`src/rtl/cmd_frame_decoder.sv`:
```
// Host byte-stream to command-bus frame decoder: A5, opcode, addr[2], data[4] -> 1-cycle command.
// Optional checksum byte (XOR of the 7 payload bytes) enabled with `define CMD_CHECKSUM_EN.
module cmd_frame_decoder #(
  parameter logic [7:0] HEADER         = 8'hA5,
  parameter int         TIMEOUT_CYCLES = 100000,
  parameter int         ERR_CNT_W      = 8
) (
  input  logic                 clk,
  input  logic                 rst_n,
  input  logic [7:0]           rx_data,
  input  logic                 rx_valid,
  output logic [7:0]           cmd_opcode,
  output logic [15:0]          cmd_addr,
  output logic [31:0]          cmd_data,
  output logic                 cmd_valid,
  output logic                 frame_err,
  output logic [ERR_CNT_W-1:0] err_count,
  output logic                 busy
);

  localparam int TMR_W = (TIMEOUT_CYCLES > 2) ? $clog2(TIMEOUT_CYCLES) : 1;
  localparam logic [TMR_W-1:0] TMR_LAST = TMR_W'(TIMEOUT_CYCLES - 1);

`ifdef CMD_CHECKSUM_EN
  typedef enum logic [2:0] {S_IDLE, S_OPC, S_ADDR, S_DATA, S_CSUM, S_ISSUE} state_t;
`else
  typedef enum logic [2:0] {S_IDLE, S_OPC, S_ADDR, S_DATA, S_ISSUE} state_t;
`endif

  state_t                 state_q, state_d;
  logic [1:0]             byte_cnt_q, byte_cnt_d;
  logic [TMR_W-1:0]       timer_q, timer_d;
  logic [7:0]             opc_sh_q, opc_sh_d;
  logic [15:0]            addr_sh_q, addr_sh_d;
  logic [31:0]            data_sh_q, data_sh_d;
  logic [7:0]             cmd_opcode_q, cmd_opcode_d;
  logic [15:0]            cmd_addr_q, cmd_addr_d;
  logic [31:0]            cmd_data_q, cmd_data_d;
  logic                   frame_err_q, frame_err_d;
  logic [ERR_CNT_W-1:0]   err_count_q, err_count_d;
`ifdef CMD_CHECKSUM_EN
  logic [7:0]             csum_q, csum_d;
`endif

  assign busy       = (state_q != S_IDLE) && (state_q != S_ISSUE);
  assign cmd_valid  = (state_q == S_ISSUE);
  assign cmd_opcode = cmd_opcode_q;
  assign cmd_addr   = cmd_addr_q;
  assign cmd_data   = cmd_data_q;
  assign frame_err  = frame_err_q;
  assign err_count  = err_count_q;

  always_comb begin
    state_d      = state_q;
    byte_cnt_d   = byte_cnt_q;
    timer_d      = timer_q;
    opc_sh_d     = opc_sh_q;
    addr_sh_d    = addr_sh_q;
    data_sh_d    = data_sh_q;
    cmd_opcode_d = cmd_opcode_q;
    cmd_addr_d   = cmd_addr_q;
    cmd_data_d   = cmd_data_q;
    frame_err_d  = 1'b0;
    err_count_d  = err_count_q;
`ifdef CMD_CHECKSUM_EN
    csum_d       = csum_q;
`endif
    if (busy) timer_d = timer_q + 1'b1;

    case (state_q)
      // ISSUE behaves like IDLE so a header can immediately follow a frame
      S_IDLE, S_ISSUE: begin
        state_d = S_IDLE;
        if (rx_valid && rx_data == HEADER) begin
          state_d = S_OPC;
          timer_d = '0;
`ifdef CMD_CHECKSUM_EN
          csum_d  = '0;
`endif
        end
      end
      S_OPC: if (rx_valid) begin
        opc_sh_d   = rx_data;
        byte_cnt_d = 2'd0;
        state_d    = S_ADDR;
`ifdef CMD_CHECKSUM_EN
        csum_d     = csum_q ^ rx_data;
`endif
      end
      S_ADDR: if (rx_valid) begin
        addr_sh_d  = {addr_sh_q[7:0], rx_data};
        byte_cnt_d = byte_cnt_q + 2'd1;
`ifdef CMD_CHECKSUM_EN
        csum_d     = csum_q ^ rx_data;
`endif
        if (byte_cnt_q == 2'd1) begin
          byte_cnt_d = 2'd0;
          state_d    = S_DATA;
        end
      end
      S_DATA: if (rx_valid) begin
        data_sh_d  = {data_sh_q[23:0], rx_data};
        byte_cnt_d = byte_cnt_q + 2'd1;
`ifdef CMD_CHECKSUM_EN
        csum_d     = csum_q ^ rx_data;
`endif
        if (byte_cnt_q == 2'd3) begin
`ifdef CMD_CHECKSUM_EN
          state_d = S_CSUM;
`else
          state_d = S_ISSUE;
`endif
        end
      end
`ifdef CMD_CHECKSUM_EN
      S_CSUM: if (rx_valid) begin
        if (rx_data == csum_q) begin
          state_d = S_ISSUE;
        end else begin
          state_d     = S_IDLE;
          frame_err_d = 1'b1;
        end
      end
`endif
      default: state_d = S_IDLE;
    endcase

    // A byte arriving in the expiry cycle takes priority over the timeout
    if (busy && rx_valid) begin
      timer_d = '0;
    end else if (busy && timer_q == TMR_LAST) begin
      state_d     = S_IDLE;
      frame_err_d = 1'b1;
    end

    if (state_d == S_ISSUE) begin
      cmd_opcode_d = opc_sh_d;
      cmd_addr_d   = addr_sh_d;
      cmd_data_d   = data_sh_d;
    end

    if (frame_err_d && err_count_q != '1) err_count_d = err_count_q + 1'b1;
  end

  always_ff @(posedge clk or negedge rst_n) begin
    if (!rst_n) begin
      state_q      <= S_IDLE;
      byte_cnt_q   <= '0;
      timer_q      <= '0;
      opc_sh_q     <= '0;
      addr_sh_q    <= '0;
      data_sh_q    <= '0;
      cmd_opcode_q <= '0;
      cmd_addr_q   <= '0;
      cmd_data_q   <= '0;
      frame_err_q  <= 1'b0;
      err_count_q  <= '0;
`ifdef CMD_CHECKSUM_EN
      csum_q       <= '0;
`endif
    end else begin
      state_q      <= state_d;
      byte_cnt_q   <= byte_cnt_d;
      timer_q      <= timer_d;
      opc_sh_q     <= opc_sh_d;
      addr_sh_q    <= addr_sh_d;
      data_sh_q    <= data_sh_d;
      cmd_opcode_q <= cmd_opcode_d;
      cmd_addr_q   <= cmd_addr_d;
      cmd_data_q   <= cmd_data_d;
      frame_err_q  <= frame_err_d;
      err_count_q  <= err_count_d;
`ifdef CMD_CHECKSUM_EN
      csum_q       <= csum_d;
`endif
    end
  end

endmodule
```
`config.mk`:
```
export PLATFORM = sky130hd
export DESIGN_NAME = cmd_frame_decoder
export DESIGN_NICKNAME = d
export VERILOG_FILES = /design/src/rtl/cmd_frame_decoder.sv
export SDC_FILE = /design/constraint.sdc
export NUM_CORES = 1
export LEC_CHECK = 0
export ABC_AREA = 1
export CORE_UTILIZATION = 40
export DETAILED_ROUTE_END_ITERATION = 7
export GPL_TIMING_DRIVEN = 0
export HOLD_SLACK_MARGIN = 0.06
export PLACE_DENSITY = 0.63
export RECOVER_POWER = 50
export SYNTH_ARGS = -nofsm -noshare
export SYNTH_HDL_FRONTEND = slang
export SYNTH_SLANG_ARGS = --single-unit
```
`constraint.sdc`:
```
create_clock -name clk -period 1.4 [get_ports clk]
set_input_delay 0.28 -clock clk [delete_from_list [all_inputs] [get_ports clk]]
set_output_delay 0.28 -clock clk [all_outputs]
set_load 0.05 [all_outputs]
```
# ---- Word-level counts from Yosys, hierarchy flattened
# Cells that the tools add are included.
dict set report totals {
  ff_bits 143
  out_inout_bits 67
}
dict set report op_classes {
  add_sub_neg 3
  eq_ne 14
  n_mux 26
  n_reduce_logical 10
}
# cell n
set op_table {}
lappend op_table {{$mux 17} 4}
lappend op_table {{$mux 32} 2}
lappend op_table {{$mux 16} 2}
lappend op_table {{$mux 3} 7}
lappend op_table {{$add 17x1->17 const B} 1}
lappend op_table {{$eq 17x17->1 const B} 1}
lappend op_table {{$mux 8} 2}
lappend op_table {{$pmux 3 s4} 1}
lappend op_table {{$add 8x1->8 const B} 1}
lappend op_table {{$eq 8x8->1 const B} 1}
lappend op_table {{$mux 2} 4}
lappend op_table {{$ne 8x8->1 const B} 1}
lappend op_table {{$eq 3x2->1 const B} 2}
lappend op_table {{$eq 3x3->1 const B} 2}
lappend op_table {{$ne 2x2->1 const B} 3}
lappend op_table {{$pmux 2 s3} 1}
lappend op_table {{$reduce_bool 3->1} 2}
lappend op_table {{$logic_and 1x1->1} 5}
lappend op_table {{$reduce_and 4->1} 1}
lappend op_table {{$eq 3x1->1 const B} 1}
lappend op_table {{$logic_not 3->1} 1}
lappend op_table {{$mux 1} 3}
lappend op_table {{$ne 3x3->1 const B} 1}
lappend op_table {{$add 2x1->2 const B} 1}
lappend op_table {{3 further kinds} 3}

# ---- Logic depth before layout (Yosys ltp)
dict set report depth {
  ltp_word 7
  depth_mapped 10
  depth_no_buf 9
}

# ---- Least setup slack after synthesis
# OpenSTA, ideal clock, no wires.
dict set report synth_timing {
  kind {register -> register}
  startpoint {register err_count_q[0], in the netlist err_count[0]}
  endpoint {register err_count_q[0], in the netlist err_count[0]}
  setup_time_ns 0.142
  t_arrival_ns 1.729
  required_time_ns 1.258
  setup_slack_ns -0.471
  stages_incl_launch_ff 7
  path_cell_list {dfrtp_1 ha_1 nand3_1 nor3_1 inv_1 nand2_2 xnor2_1}
}
dict set report synth_between {
  elab_chain_len 2
  word_cells_on_any_way 3
  cone_classes {1 x add/sub; 1 x eq/ne; 1 x reduce/logical}
}
# element line
set synth_rtl {}
lappend synth_rtl {{start, declared} 40} ;# logic [ERR_CNT_W-1:0] err_count_q, err_count_d;
lappend synth_rtl {{start signal, assigned} 172} ;# err_count_q <= err_count_d;
lappend synth_rtl {{branches (longest 2 deep; another with $add 8x1->8)} --}
# Several ways; the timed one is not identified.
# A chain may end at the register's enable or synchronous reset.

# ---- Worst setup path in the final report
dict set report layout_timing {
  startpoint {register state_q[1]}
  endpoint {register cmd_data_q[12], in the netlist cmd_data[12]}
}
dict set report layout_between {
  elab_chain_len 6
  word_cells_on_any_way 21
  cone_classes {6 x eq/ne; 9 x mux; 6 x reduce/logical}
}
# element line
set layout_rtl {}
lappend layout_rtl {{start, declared} 30} ;# state_t state_q, state_d;
lappend layout_rtl {{start signal, assigned} 162} ;# state_q <= state_d;
lappend layout_rtl {{$eq 3x3->1, or another cell as far along} 70} ;# case (state_q)
lappend layout_rtl {{$reduce_or 2->1, or another cell as far along} 70}
lappend layout_rtl {{$pmux 3 s4 or $logic_and 1x1->1 (tied branches)} {70, 131}}
lappend layout_rtl {{$mux 3} 131} ;# end else if (busy && timer_q == TMR_LAST) begin
lappend layout_rtl {{$mux 3} 129} ;# if (busy && rx_valid) begin
lappend layout_rtl {{$eq 3x3->1} 136} ;# if (state_d == S_ISSUE) begin
lappend layout_rtl {{end signal, assigned} 170} ;# cmd_data_q <= cmd_data_d;
lappend layout_rtl {{end, declared} 38} ;# logic [31:0] cmd_data_q, cmd_data_d;
# Parallel ways exist; a longest one is shown, timed or not.

==> out/qor.csv <==
metric,value,unit
via count of the first global-routing pass,5680,
clock latency of the later-clocked register in the worst-skew pair,0.42,ns
Crit-path slowest cell,dfrtp_1,
CTS Buf Count,17,
leakage power figure,0.00474,uW
Mapped Nets,697,
cells along the critical path,inv_4 -> nor2_8 -> nand2_4 -> buf_6 -> clkinv_8 -> nand2_8 -> buf_6 -> buf_8 -> nand2_4 -> a31oi_1,
library cell used as clock root buffer,clkbuf_16,
RSZ-0062 raised after global routing,true,
internal cell power,9540,uW
first-pass GRT wire length,28000,um
run status,"complete, but fails checks",
power share of the sequential group,0.367,
violations in the final reports,negative setup slack,
number of antenna repair diodes,0,
skew final,0.00714,ns
Final Max Slew Viols,0,
setup slack of the most critical reg-to-reg path,-0.23,ns
top cell type by total area after synthesis,dfrtp_1,
CTS tree,done,
Post-DP Area,7340,um2
"Remaining Overflow, GRT",0,
total power of the final layout,14100,uW
cell area after technology mapping,6230,um2
maximum vdd ir drop,0.964,mV
Setup crit end kind,flop,
fraction of registers with async set or reset after synthesis,1.00,
cell count of the worst hold path,2,
Die X,127,um
number of hold violations in the final report,0,
Fill cells,1147,
global routing usage summed across all routing layers,0.221,
number of cell rows,45,
hold-critical path endpoint,data_sh_q[30]$_DFF_PN0_,
placed wire-length estimate after detailed placement,10100,um
core area,15200,um2
total power per unit cell area,1450,nW/um2
max-cap violations,0,
final instance area,9730,um2
Routed Wire Length,18700,um
Die Ht,127,um
sequential fraction of the synthesis area,0.574,
worst-margin pin slew,0.750,ns
R2R Path End,cmd_data[12]$_DFFE_PN0N_,
minimum period implied by the final worst setup slack,1.63,ns
launch point of the worst reg-to-reg path,state_q[1]$_DFF_PN0_,
post-synthesis instance total,681,
setup slack at placement,-0.732,ns
"Largest stage delay, worst path",0.41,ns
Synthesis Warnings,0,
kind of start point of the critical path,flop,
clock sink total,143,
initial antenna violation count,0,
detailed-router iteration count before antenna repair,5,
RePlAce Congestion,0.859,
total of flip-flops plus latches after synthesis,143,
power share of the clock group,0.337,
post-synthesis average cell area,9.16,um2
crit-path max FO,8,
final net count,877,
cells taking the most area after synthesis,"dfrtp_1 (57%), nand2_1 (13%), nor2_1 (3.9%), nand3_1 (3.1%), inv_1 (2.7%)",
Crit path required time,1.73,ns
largest net degree at the start of global routing,94,
area of the die,16100,um2
Synth cell types,40,
clock-pin slew of the registers on the worst-case setup and hold paths,0.06,ns
Sw Ratio,0.326,
power share of the combinational group,0.296,
antenna violation net count after detailed routing,0,
worst path setup slack after routing,-0.226,ns
number of flops mapped to enable cells by yosys,0,
Worst Setup Path Type,flop to flop,
area taken by multi-input logic gates,3250,um2
fraction of layout instances using a drive strength above 1,0.501,
Via-to-Cell Ratio,5.30,
worst relative slew slack,0.500,
top_reg_cell synth,dfrtp_1,
DRC violations left,0,
P&R area growth vs syn,56.0,%
worst r2r path cells,10,
power dissipated by switching net loads,4610,uW
cell with the most instances after synthesis,nand2_1,
port buffer count,77,
routed len/inst,17.6,um
share of the synthesized area in the top cell type,0.574,
maximum clock path buffer count,2,
maximum level of the CTS H-tree,4,
leading cell types by count after synthesis,"nand2_1 (223), dfrtp_1 (143), nor2_1 (65)",
Starting Density,0.410,
max frequency,615,MHz
class of the most critical hold timing path,flop to flop,
final cycle utilization of the critical path,1.16,
Finished Core Util,0.640,
Sequential cell area,3600,um2
Worst Path Arrival,1.95,ns
number of vias after detailed routing,5618,
hold path start,data_sh_q[30]$_DFF_PN0_,
setup violation total in the final timing report,118,
DRC marker count from the first detailed-route iteration,293,
I/O pin count,78,
metrics by stage:
stage / std cells / setup TNS [ns] / hold WS [ns]
after CTS: 1037 / -8.12 / 0.397
after floorplan: 681 / -0.175 / -0.0156
final: 1061 / -13.19 / 0.468
after global routing: 1061 / -35.51 / 0.479
after detailed placement: 947 / -73.86 / 0.255
after global placement: 946 / -861.35 / 0.449
final cells by class:
type / instances / share of cell area
buffer: 21 / 0.0284
clock buffer: 20 / 0.0470
clock inverter: 11 / 0.0160
inverter: 52 / 0.0237
multi-input combinational: 462 / 0.334
sequential: 143 / 0.370
tap: 188 / 0.0242
timing repair buffer: 164 / 0.157
power groups by stage:
| stage | Combinational [uW] | Clock, uW | Sequential [uW] |
|---|---|---|---|
| floorplan | 1650 | 0 | 5360 |
| detailed placement | 2600 | 0 | 5200 |
| global placement | 2500 | 0 | 5180 |
| global route | 4480 | 4990 | 5250 |
| CTS | 3380 | 4790 | 5100 |
| finish | 4190 | 4770 | 5190 |
worst max-delay path, delay by kind of cell, from the launching register on:
| family | cells | cell delay [ns] |
|---|---|---|
| DFF | 1 | 0.41 |
| AOI/OAI and AO/OA | 1 | 0.19 |
| buffers and inverters | 5 | 0.59 |
| and+or+nand+nor | 4 | 0.33 |
flip-flops by register name, indices dropped and copies added (netlist names):
name,count
cmd_data,32
cmd_opcode,8
err_count,8
timer_q,17
state_q,3
opc_sh_q,8
addr_sh_q,16
data_sh_q,32
byte_cnt_q,2
cmd_addr,16
frame_err,1
layer usage:
| layer | share of wire | up-vias | wire length, um | global-route usage |
|---|---|---|---|---|
| met3 | 0.046 | 42 | 852 | 0.0485 |
| li1 | - | 2554 | - | - |
| met2 | 0.52 | 166 | 9820 | 0.375 |
| met4 | 0.027 | 0 | 511 | 0.0861 |
| met5 | 0 | - | 0 | 0 |
| met1 | 0.40 | 2856 | 7530 | 0.275 |
repair_timing:
item                       in CTS  in global routing
setup buffers                  47                 25
pin swaps                      53                 60
cloned                         12                  3
hold buffers                    1                  0
resized for setup             509                198
setup endpoints to repair     173                149
hold endpoints to repair       50                  0
worst max path at each step:
stage / startpoint / endpoint / slack, ns / cells after the start
global placement: rst_n / err_count[2]$_DFFE_PN0P_ / -6.02 / 1
global route: state_q[1]$_DFF_PN0_ / cmd_data[17]$_DFFE_PN0N_ / -0.30 / 10
floorplan: err_count[0]$_DFFE_PN0P_ / err_count[4]$_DFFE_PN0P_ / -0.04 / 7
detailed placement: rx_valid / cmd_opcode[6]$_DFFE_PN0N_ / -0.73 / 8
finish: state_q[1]$_DFF_PN0_ / cmd_data[12]$_DFFE_PN0N_ / -0.23 / 10
CTS: state_q[1]$_DFF_PN0_ / cmd_valid / -0.20 / 4
logic make-up after synthesis:
group                    after synthesis  synth area share
XOR/XNOR                               5           0.00703
adder cells (fa/ha/maj)                5            0.0100
AND/OR/NAND/NOR                      369             0.264
buffers and inverters                 76            0.0542
flip-flops                           143             0.574
multiplexers                           7            0.0132
AO/OA/AOI/OAI                         76            0.0779
layout by cell type, fill, tap and decap left out, drive strengths merged, types with 3 or more instances in the layout:
master         count
a21oi             13
a31oi             23
buf              156
bufinv             3
clkbuf            39
clkdlybuf4s50      8
clkinvlp           3
dfrtp            143
ha                 5
inv               55
mux2               7
nand2            230
nand3             42
nand3b             3
nand4              8
nor2              75
nor3              10
o21ai             35
xor2               3
No activity file was read; power rests on OpenSTA's default activity.
